### src/rtl/ami_w_arb.sv
// Round-robin AXI write master: merges NCH user AW/W/B ports onto one AXI write channel.
// Latency: AW 1 cycle (registered slot); W and B are combinational through the head/ID mux.
// Backpressure: AW grant stalls on a held AW slot, the outstanding limit or a full order queue; W and B pass ready through.
module ami_w_arb #(
    parameter int NCH    = 4,
    parameter int AXI_DW = 128,
    parameter int AXI_AW = 32,
    parameter int AXI_IW = 8,
    parameter int AXI_LW = 8,
    parameter int AXI_SW = 3,
    parameter int AMI_OD = 4,
    parameter int AMI_OQ = 4,
    localparam int CHW        = $clog2(NCH),
    localparam int AXI_WSTRBW = AXI_DW / 8
) (
    input  logic                       ACLK,
    input  logic                       ARESETn,
    output logic [AXI_IW-1:0]          AWID,
    output logic [AXI_AW-1:0]          AWADDR,
    output logic [AXI_LW-1:0]          AWLEN,
    output logic [AXI_SW-1:0]          AWSIZE,
    output logic [1:0]                 AWBURST,
    output logic                       AWVALID,
    input  logic                       AWREADY,
    output logic [AXI_DW-1:0]          WDATA,
    output logic [AXI_WSTRBW-1:0]      WSTRB,
    output logic                       WLAST,
    output logic                       WVALID,
    input  logic                       WREADY,
    input  logic [AXI_IW-1:0]          BID,
    input  logic [1:0]                 BRESP,
    input  logic                       BVALID,
    output logic                       BREADY,
    input  logic [NCH*AXI_IW-1:0]      usr_awid,
    input  logic [NCH*AXI_AW-1:0]      usr_awaddr,
    input  logic [NCH*AXI_LW-1:0]      usr_awlen,
    input  logic [NCH*AXI_SW-1:0]      usr_awsize,
    input  logic [NCH*2-1:0]           usr_awburst,
    input  logic [NCH-1:0]             usr_awvalid,
    output logic [NCH-1:0]             usr_awready,
    input  logic [NCH*AXI_DW-1:0]      usr_wdata,
    input  logic [NCH*AXI_WSTRBW-1:0]  usr_wstrb,
    input  logic [NCH-1:0]             usr_wlast,
    input  logic [NCH-1:0]             usr_wvalid,
    output logic [NCH-1:0]             usr_wready,
    output logic [AXI_IW-1:0]          usr_bid,
    output logic [1:0]                 usr_bresp,
    output logic [NCH-1:0]             usr_bvalid,
    input  logic [NCH-1:0]             usr_bready,
    output logic [NCH-1:0]             wlast_err
);

    localparam int OQW = $clog2(AMI_OQ);
    localparam int OCW = $clog2(AMI_OD + 1);

    logic                aw_vld_q, aw_vld_d;
    logic [AXI_IW-1:0]   awid_q, awid_d;
    logic [AXI_AW-1:0]   awaddr_q, awaddr_d;
    logic [AXI_LW-1:0]   awlen_q, awlen_d;
    logic [AXI_SW-1:0]   awsize_q, awsize_d;
    logic [1:0]          awburst_q, awburst_d;
    logic [CHW-1:0]      rr_ptr_q, rr_ptr_d;
    logic [OCW-1:0]      ost_cc_q, ost_cc_d;
    logic [CHW-1:0]      oq_port_q [AMI_OQ];
    logic [CHW-1:0]      oq_port_d [AMI_OQ];
    logic [AXI_LW-1:0]   oq_len_q [AMI_OQ];
    logic [AXI_LW-1:0]   oq_len_d [AMI_OQ];
    logic [OQW-1:0]      oq_wp_q, oq_wp_d, oq_rp_q, oq_rp_d;
    logic [OQW:0]        oq_cnt_q, oq_cnt_d;
    logic [AXI_LW-1:0]   beat_cc_q, beat_cc_d;

    logic                can_grant, gnt_vld;
    logic [CHW-1:0]      gnt_idx, cand;
    logic                oq_full, oq_empty, oq_push, oq_pop, w_hs, b_ok, b_hs;
    logic [CHW-1:0]      head_port, b_port;
    logic [AXI_LW-1:0]   head_len;
    logic [AXI_IW-1:0]   id_sel;

    assign oq_full   = (oq_cnt_q == (OQW+1)'(AMI_OQ));
    assign oq_empty  = (oq_cnt_q == '0);
    assign can_grant = ARESETn && (!aw_vld_q || AWREADY) && (ost_cc_q < OCW'(AMI_OD)) && !oq_full;

    // Pick the first requesting port at or after the round-robin pointer.
    always_comb begin
        gnt_vld = 1'b0;
        gnt_idx = '0;
        cand    = '0;
        for (int i = 0; i < NCH; i++) begin
            cand = CHW'((int'(rr_ptr_q) + i) % NCH);
            if (!gnt_vld && usr_awvalid[cand]) begin
                gnt_vld = 1'b1;
                gnt_idx = cand;
            end
        end
        gnt_vld = gnt_vld && can_grant;
    end

    // One-hot AW ready back to the granted port.
    always_comb begin
        usr_awready = '0;
        for (int c = 0; c < NCH; c++) begin
            usr_awready[c] = gnt_vld && (gnt_idx == CHW'(c));
        end
    end

    assign id_sel = usr_awid[gnt_idx*AXI_IW +: AXI_IW];

    // Load the AW slot on grant, clear it once the slave takes it; port index replaces ID low bits.
    always_comb begin
        aw_vld_d  = aw_vld_q;
        awid_d    = awid_q;
        awaddr_d  = awaddr_q;
        awlen_d   = awlen_q;
        awsize_d  = awsize_q;
        awburst_d = awburst_q;
        rr_ptr_d  = rr_ptr_q;
        if (gnt_vld) begin
            aw_vld_d            = 1'b1;
            awid_d              = id_sel;
            awid_d[CHW-1:0]     = gnt_idx;
            awaddr_d            = usr_awaddr[gnt_idx*AXI_AW +: AXI_AW];
            awlen_d             = usr_awlen[gnt_idx*AXI_LW +: AXI_LW];
            awsize_d            = usr_awsize[gnt_idx*AXI_SW +: AXI_SW];
            awburst_d           = usr_awburst[gnt_idx*2 +: 2];
            rr_ptr_d            = (gnt_idx == CHW'(NCH-1)) ? '0 : gnt_idx + 1'b1;
        end else if (AWREADY) begin
            aw_vld_d = 1'b0;
        end
    end

    assign AWVALID = aw_vld_q;
    assign AWID    = awid_q;
    assign AWADDR  = awaddr_q;
    assign AWLEN   = awlen_q;
    assign AWSIZE  = awsize_q;
    assign AWBURST = awburst_q;

    // W path steered by the order-queue head; WLAST comes from the burst length, not the user.
    assign head_port = oq_port_q[oq_rp_q];
    assign head_len  = oq_len_q[oq_rp_q];
    assign WVALID    = !oq_empty && usr_wvalid[head_port];
    assign WLAST     = !oq_empty && (beat_cc_q == head_len);
    assign WDATA     = usr_wdata[head_port*AXI_DW +: AXI_DW];
    assign WSTRB     = usr_wstrb[head_port*AXI_WSTRBW +: AXI_WSTRBW];
    assign w_hs      = WVALID && WREADY;
    assign oq_push   = gnt_vld;
    assign oq_pop    = w_hs && WLAST;

    // Per-port W ready and last-beat disagreement flag.
    always_comb begin
        usr_wready = '0;
        wlast_err  = '0;
        for (int c = 0; c < NCH; c++) begin
            usr_wready[c] = (head_port == CHW'(c)) && !oq_empty && WREADY;
            wlast_err[c]  = w_hs && (head_port == CHW'(c)) && (usr_wlast[c] != WLAST);
        end
    end

    // B routing by ID low bits; responses for a nonexistent port are swallowed.
    assign b_port  = BID[CHW-1:0];
    assign b_ok    = (int'(b_port) < NCH);
    assign BREADY  = b_ok ? usr_bready[b_port] : 1'b1;
    assign b_hs    = BVALID && BREADY;
    assign usr_bid   = BID;
    assign usr_bresp = BRESP;

    always_comb begin
        usr_bvalid = '0;
        for (int c = 0; c < NCH; c++) begin
            usr_bvalid[c] = BVALID && (b_port == CHW'(c));
        end
    end

    // Outstanding count, order-queue bookkeeping and beat counter.
    always_comb begin
        ost_cc_d = ost_cc_q;
        if (gnt_vld && !b_hs) begin
            ost_cc_d = ost_cc_q + 1'b1;
        end else if (b_hs && !gnt_vld && (ost_cc_q != '0)) begin
            ost_cc_d = ost_cc_q - 1'b1;
        end
        oq_port_d = oq_port_q;
        oq_len_d  = oq_len_q;
        oq_wp_d   = oq_wp_q;
        oq_rp_d   = oq_rp_q;
        oq_cnt_d  = oq_cnt_q;
        if (oq_push) begin
            oq_port_d[oq_wp_q] = gnt_idx;
            oq_len_d[oq_wp_q]  = usr_awlen[gnt_idx*AXI_LW +: AXI_LW];
            oq_wp_d            = oq_wp_q + 1'b1;
        end
        if (oq_pop) begin
            oq_rp_d = oq_rp_q + 1'b1;
        end
        if (oq_push && !oq_pop) begin
            oq_cnt_d = oq_cnt_q + 1'b1;
        end else if (oq_pop && !oq_push) begin
            oq_cnt_d = oq_cnt_q - 1'b1;
        end
        beat_cc_d = beat_cc_q;
        if (w_hs) begin
            beat_cc_d = WLAST ? '0 : beat_cc_q + 1'b1;
        end
    end

    // State registers with synchronous active-low reset.
    always_ff @(posedge ACLK) begin
        if (!ARESETn) begin
            aw_vld_q  <= 1'b0;
            awid_q    <= '0;
            awaddr_q  <= '0;
            awlen_q   <= '0;
            awsize_q  <= '0;
            awburst_q <= '0;
            rr_ptr_q  <= '0;
            ost_cc_q  <= '0;
            oq_wp_q   <= '0;
            oq_rp_q   <= '0;
            oq_cnt_q  <= '0;
            beat_cc_q <= '0;
            for (int i = 0; i < AMI_OQ; i++) begin
                oq_port_q[i] <= '0;
                oq_len_q[i]  <= '0;
            end
        end else begin
            aw_vld_q  <= aw_vld_d;
            awid_q    <= awid_d;
            awaddr_q  <= awaddr_d;
            awlen_q   <= awlen_d;
            awsize_q  <= awsize_d;
            awburst_q <= awburst_d;
            rr_ptr_q  <= rr_ptr_d;
            ost_cc_q  <= ost_cc_d;
            oq_wp_q   <= oq_wp_d;
            oq_rp_q   <= oq_rp_d;
            oq_cnt_q  <= oq_cnt_d;
            beat_cc_q <= beat_cc_d;
            oq_port_q <= oq_port_d;
            oq_len_q  <= oq_len_d;
        end
    end

endmodule
### config.mk
export PLATFORM = sky130hd
export DESIGN_NAME = ami_w_arb
export DESIGN_NICKNAME = d
export VERILOG_FILES = /design/src/rtl/ami_w_arb.sv
export SDC_FILE = /design/constraint.sdc
export NUM_CORES = 1
export LEC_CHECK = 0
export BUFFER_PORTS_ARGS = -buffer_cell sky130_fd_sc_hd__buf_2
export CAP_MARGIN = 25
export CORE_AREA = 5 5 409 411
export CTS_CLUSTER_DIAMETER = 30
export DETAILED_ROUTE_END_ITERATION = 10
export DIE_AREA = 0 0 414 416
export GPL_ROUTABILITY_DRIVEN = 0
export GPL_TIMING_DRIVEN = 1
export SLEW_MARGIN = 20
export SYNTH_ARGS = -nofsm -noshare
export SYNTH_HDL_FRONTEND = slang
export SYNTH_SLANG_ARGS = --single-unit
export TNS_END_PERCENT = 100
### constraint.sdc
create_clock -name ACLK -period 4.8 [get_ports ACLK]
set_input_delay 0.48 -clock ACLK [delete_from_list [all_inputs] [get_ports ACLK]]
set_output_delay 0.48 -clock ACLK [all_outputs]
set_load 0.01 [all_outputs]
Word-level counts from Yosys, hierarchy flattened
Cells that the tools add are included.
{"block": "word_totals", "output_inout_bits": 227, "elab_cells": 166, "register_bits": 114}
{"block": "op_classes", "n_lt_le_gt_ge": 10, "shifts": 7, "bitwise_logic": 2, "eq_ne": 15, "add_sub_neg": 11, "mul": 1, "n_reduce_logical": 60, "n_mux": 40}
{"operator": "$shiftx 512x10->128", "count": 1}
{"operator": "$shiftx 128x8->32", "count": 1}
{"operator": "$shiftx 32x6->8", "count": 2}
{"operator": "$shiftx 64x7->16", "count": 1}
{"operator": "$logic_and 1x1->1", "count": 42}
{"operator": "$bwmux 32", "count": 1}
{"operator": "$mux 8", "count": 4}
{"operator": "$lt 2x3->1 const B", "count": 6}
{"operator": "$bmux 8 s2", "count": 1}
{"operator": "$demux 8 s2", "count": 1}
{"operator": "$mux 2", "count": 8}
{"operator": "$bmux 1 s2", "count": 6}
{"operator": "$eq 2x2->1 const B", "count": 6}
{"operator": "$mux 1", "count": 12}
{"operator": "$mux 3", "count": 4}
{"operator": "$shiftx 12x5->3", "count": 1}
{"operator": "$logic_not 1->1", "count": 9}
{"operator": "$add 2x1->2 const B", "count": 4}
{"operator": "$add 8x1->8 const B", "count": 1}
{"operator": "$bwmux 8", "count": 1}
{"operator": "$eq 8x8->1", "count": 1}
{"operator": "$shiftx 8x4->2", "count": 1}
{"operator": "$add 3x1->3 const B", "count": 2}
{"operator": "$eq 2x1->1 const B", "count": 3}
{"operator": "other kinds (16)", "count": 27}

Depth between registers and ports, before layout
{"block": "logic_depth", "word_depth": 18, "mapped_depth": 13, "ltp_nobuf": 11}

Least setup slack after synthesis
No wires, ideal clock.
{"block": "synth_path", "kind": "reg-to-reg", "startpoint": "register oq_rp_q[0]", "endpoint": "register oq_cnt_q[2]", "path_stages_with_launch": 14, "arrival_ps": 3115, "synth_period_minus_slack_ps": 3185, "path_slack_ps": 1615, "cell_sequence": "dfxtp_1 -> buf_6 -> mux4_2 -> buf_4 -> mux4_2 -> and2_1 -> buf_6 -> nand3_1 -> ha_1 -> inv_1 -> fa_1 -> xor2_1 -> or3_1 -> a21oi_1"}
{"block": "synth_between", "elab_chain_len": 12, "word_cells_on_any_way": 19}
{"element": "from (decl)", "line_no": "68", "rtl": "logic [OQW-1:0] oq_wp_q, oq_wp_d, oq_rp_q, oq_rp_d;"}
{"element": "from (signal assigned)", "line_no": "235", "rtl": "oq_rp_q <= oq_rp_d;"}
{"element": "$not 2->3 (implied by the code) *", "line_no": "139, 140"}
{"element": "$bmux 2 s2", "line_no": "139", "rtl": "assign head_port = oq_port_q[oq_rp_q];"}
{"element": "$mux 2 (implied by the code) (2 in series)", "line_no": "139"}
{"element": "$bmux 1 s2", "line_no": "141", "rtl": "assign WVALID = !oq_empty && usr_wvalid[head_port];"}
{"element": "$mux 1 (implied by the code)", "line_no": "141"}
{"element": "$logic_and 1x1->1", "line_no": "141"}
{"element": "$logic_and 1x1->1", "line_no": "145", "rtl": "assign w_hs = WVALID && WREADY;"}
{"element": "$logic_and 1x1->1 *", "line_no": "147", "rtl": "assign oq_pop = w_hs && WLAST;"}
{"element": "$logic_not 1->1", "line_no": "195", "rtl": "if (oq_push && !oq_pop) begin"}
{"element": "$logic_and 1x1->1", "line_no": "195"}
{"element": "$mux 3 / $reduce_bool 2->1 (equally long branches)"}
{"element": "to (signal assigned)", "line_no": "236", "rtl": "oq_cnt_q <= oq_cnt_d;"}
{"element": "to (decl)", "line_no": "69", "rtl": "logic [OQW:0] oq_cnt_q, oq_cnt_d;"}
Every way passes the cells marked *; elsewhere a longest branch is shown, timed or not. The select of a mux whose other input is x is not followed.
A chain may end at the register's enable or synchronous reset.

Final worst setup path
{"block": "layout_path", "startpoint": "register oq_rp_q[0]", "endpoint": "output wlast_err[0]"}
{"block": "layout_between", "elab_chain_len": 10, "word_cells_on_any_way": 17}
{"element": "$not 2->3 (implied by the code) *", "line_no": "139, 140"}
{"element": "$bmux 2 s2", "line_no": "139"}
{"element": "$mux 2 (implied by the code) (2 in series)", "line_no": "139"}
{"element": "$bmux 1 s2", "line_no": "141"}
{"element": "$mux 1 (implied by the code)", "line_no": "141"}
{"element": "$logic_and 1x1->1", "line_no": "141"}
{"element": "$logic_and 1x1->1", "line_no": "145"}
{"element": "$logic_and 1x1->1", "line_no": "155", "rtl": "wlast_err[c] = w_hs && (head_port == CHW'(c)) && (usr_wlast[c] != WLAST);"}
{"element": "$logic_and 1x1->1 *", "line_no": "155"}
{"element": "to (decl)", "line_no": "50", "rtl": "output logic [NCH-1:0] wlast_err"}
Marked as above.

==> summary.md <==
| Metric | Value |
|---|---|
| Via density | `3.38` |
| Clock Latency Late Sink | `0.46 ns` |
| Switching share of power | `44.8%` |
| Synth Area in Compound Gates | `19.5%` |
| CTS Buf Count | `17` |
| Syn-to-layout area delta | `80.9%` |
| Fin util | `11.5%` |
| Reg area | `0.00228 mm²` |
| Worst path slowest cell | `a2111oi_1` |
| Starting Density | `6.34%` |
| Outcome | `completed` |
| EDFF count, synth | `0` |
| Synthesized area | `0.0104 mm²` |
| Post-Route Skew | `0.0192 ns` |
| DR pass1 iterations | `8` |
| Int Power | `3600 µW` |
| CP endpoint kind | `output pin` |
| Fillcell total | `19100` |
| Period Utilization, post-route | `90.6%` |
| Library cells used by synthesis | `54` |
| PwrDens | `348 mW/mm²` |
| Total gr overflow | `0` |
| Final setup violating endpoints | `0` |
| CTS Hold Buffers Added | `0` |
| Inst Count DP | `4196` |
| Total number of vias | `14600` |
| I/O pins | `1046` |
| Critical path cell sequence | `mux4_2 -> xnor2_1 -> nand2_1 -> or3_1 -> or3_1 -> a2111oi_1 -> buf_2` |
| Max_slew headroom | `30.5%` |
| Post-CTS sizing | `0` |
| Avg Inst Size Synth | `9.50 µm²` |
| CTS Buffer Depth | `2` |
| Hold/Removal Path Class | `in2reg` |
| Clock tree from TritonCTS | `built` |
| Minimum clock period | `4.35 ns` |
| Synth Area in Simple Gates | `15.0%` |
| Die width | `414 µm` |
| Clk network pwr share | `20.7%` |
| Post-Layout Cell Count | `4321` |
| Mux cell area share after synthesis | `34.3%` |
| Core Region | `0.164 mm²` |
| Post-CTS setup buffer count | `0` |
| Final setup margin | `0.452 ns` |
| Async S/R FF share, synth | `0%` |
| Number of clock sinks | `114` |
| Final ANT Viol Nets | `0` |
| Sequential share of power | `19.7%` |
| Synthesis warning total | `0` |
| Total track usage | `11.2%` |
| Cell family with most CP delay | `simple AND/OR/NAND/NOR gates` |
| Slew @ Worst Pin | `1.03 ns` |
| Largest family of logic cells by synthesized area | `multiplexers` |
| Peak supply drop | `0.306 mV` |
| Pwr Total | `6530 µW` |
| Final Max Slew Viols | `0` |
| Dominant synthesized flop cell | `dfxtp_1` |
| Die span in y | `416 µm` |
| Leakage | `0.00751 µW` |
| Dpl ws | `0.798 ns` |
| Synthesis-stage register bit count | `114` |
| Site row count | `149` |
| First-pass GRT wire length | `131 mm` |
| Initial antenna violation count | `150` |
| Clk slew on worst S/H paths | `0.07 ns` |
| Final Hold Viols | `0` |
| CP most frequent cell | `or3_1` |
| Final wirelength | `102 mm` |
| Syn_nets | `1923` |
| DRC errors left | `0` |
| Setup crit start kind | `flip-flop` |
| H-tree levels | `4` |
| Multi-input gate area in the final layout | `0.00747 mm²` |
| Avg WL per Cell | `23.7 µm` |
| Setup TNS | `0 ns` |
| Worst Path Buf+Inv | `1` |
| Die area | `0.172 mm²` |
| CTS root buf | `clkbuf_16` |
| RSZ-0062 raised after global routing | `false` |
| Mapped Cells | `1092` |
| Post-Synth Adder-Cell Area | `1.59%` |
| Critical Path Max Stage Delay | `0.76 ns` |
| XOR/XNOR share of the synthesized area | `1.35%` |
| CP max FO | `12` |
| Layout cells sized above 1 | `61.1%` |
| CP required | `4.32 ns` |
| PortBufs | `1021` |
| Max Clk Rate | `230 MHz` |
| WS Path Type | `reg2out` |
| Worst path arrival time | `3.87 ns` |
| DR iter-0 viols | `1059` |
| Combinational fraction of design power | `59.6%` |
| Post-detail-place hpwl | `90.6 mm` |
| Total net switching power | `2930 µW` |
| Largest net degree at the start of global routing | `102` |
| Max Cap Violations | `0` |
| Nets | `2857` |
| Vias in the first global route | `14100` |
| Sequential element share of the synthesized area | `22.0%` |
[state kept, by name, indices dropped and copies added (netlist names)]
| register | count |
|---|---|
| oq_rp_q | 2 |
| oq_port_q | 8 |
| oq_len_q | 32 |
| AWLEN | 8 |
| rr_ptr_q | 2 |
| AWBURST | 2 |
| AWADDR | 32 |
| AWSIZE | 3 |
| oq_cnt_q | 3 |
| beat_cc_q | 8 |
| ost_cc_q | 3 |
| oq_wp_q | 2 |
| AWID | 8 |
| AWVALID | 1 |
[per-stage QoR]
step	cell area (µm²)	hold WS [ns]
floorplan	10400	0.433
global placement	17900	0.439
detailed placement	17900	0.443
CTS	18500	0.376
global route	18600	0.408
finish	18800	0.419
[logic make-up after synthesis]
logic type | Yosys count
AO/OA/AOI/OAI | 288
multiplexers | 165
AND/OR/NAND/NOR | 348
adder cells (fa/ha/maj) | 12
XOR/XNOR | 16
flip-flops | 114
buffers and inverters | 149
[path summary, 6_finish.rpt]
| check | cells past startpoint | from | endpoint | slack (ns) |
|---|---|---|---|---|
| worst min-delay path | 4 | usr_awid[10] | AWID[2] | 0.42 |
| worst max register to register | 10 | oq_rp_q[0] | oq_cnt_q[2] | 0.82 |
| worst max-delay path | 7 | oq_rp_q[0] | wlast_err[0] | 0.45 |
| worst min register to register | 2 | AWADDR[17] | AWADDR[17] | 0.45 |
[power by group through the flow]
stage	Combinational [µW]	Clock (µW)	Sequential [µW]
after floorplan	2250	0	1320
after global placement	3890	0	1300
after detailed placement	3930	0	1300
after CTS	3940	1410	1290
after global routing	4220	1430	1310
final	3890	1350	1280
[layer usage]
metal	up-vias	wire length [µm]	global-route usage, %
met5	-	430	0
met4	68	6840	5.89
met3	322	13200	6.27
met2	1080	50000	19.7
met1	6906	31800	10.3
li1	6237	-	-
[cell type report]
cell class | instances | area share (%)
inverter | 16 | 0.334
sequential | 114 | 12.2
antenna | 94 | 1.25
tap | 2189 | 14.6
timing repair buffer | 1048 | 28.6
clock buffer | 17 | 2.27
clock inverter | 14 | 0.961
multi-input combinational | 829 | 39.8
[worst min-delay path: stages]
cell and delay [ns]:
buf_2 0.10, nand2_1 0.05, a311o_1 0.15, a21oi_1 0.05
[placed cells by master (no fill, tap or decap), types with 3 or more instances in the layout]
master / n
buf_2: 1022
nand2_1: 201
mux4_2: 150
dfxtp_1: 114
a21oi_1: 102
diode_2: 94
nand3_1: 47
a211oi_1: 45
o31a_1: 43
a311o_1: 43
nor2_1: 29
buf_4: 22
o21ai_0: 18
clkbuf_16: 17
xnor2_1: 14
inv_1: 13
nor4_1: 12
mux2i_1: 12
ha_1: 10
and2_1: 9
nand4_1: 9
o211ai_1: 8
a31oi_1: 8
nor2b_1: 7
or3_1: 6
nor3_1: 5
and3_1: 5
clkinv_4: 5
nand2b_1: 4
a22oi_1: 4
a31o_2: 4
nand4b_1: 4
buf_12: 4
clkinv_2: 3
inv_6: 3
bufinv_16: 3
[cells in the mapped netlist, drive strengths merged, types with 4 or more instances]
cell type / n / area (µm²)
xnor2: 14 / 123
clkbuf: 87 / 328
dfxtp: 114 / 2280
mux4: 152 / 3420
o211ai: 8 / 60.1
nor3: 5 / 25.0
and2: 9 / 56.3
a211oi: 45 / 338
nand4b: 4 / 35.0
a311o: 43 / 430
nand3: 48 / 240
buf: 46 / 262
nor4: 12 / 75.1
ha: 10 / 125
nand4: 9 / 56.3
o31a: 43 / 377
a31oi: 8 / 50.1
nand2: 201 / 754
a21oi: 102 / 510
mux2i: 12 / 120
a22oi: 4 / 30.0
nor2: 30 / 113
o21ai: 19 / 95.1
nor2b: 7 / 43.8
a31o: 4 / 35.0
and3: 5 / 31.3
or3: 6 / 37.5
nand2b: 4 / 25.0
inv: 15 / 56.3
Power figures use the tool's default switching activity.
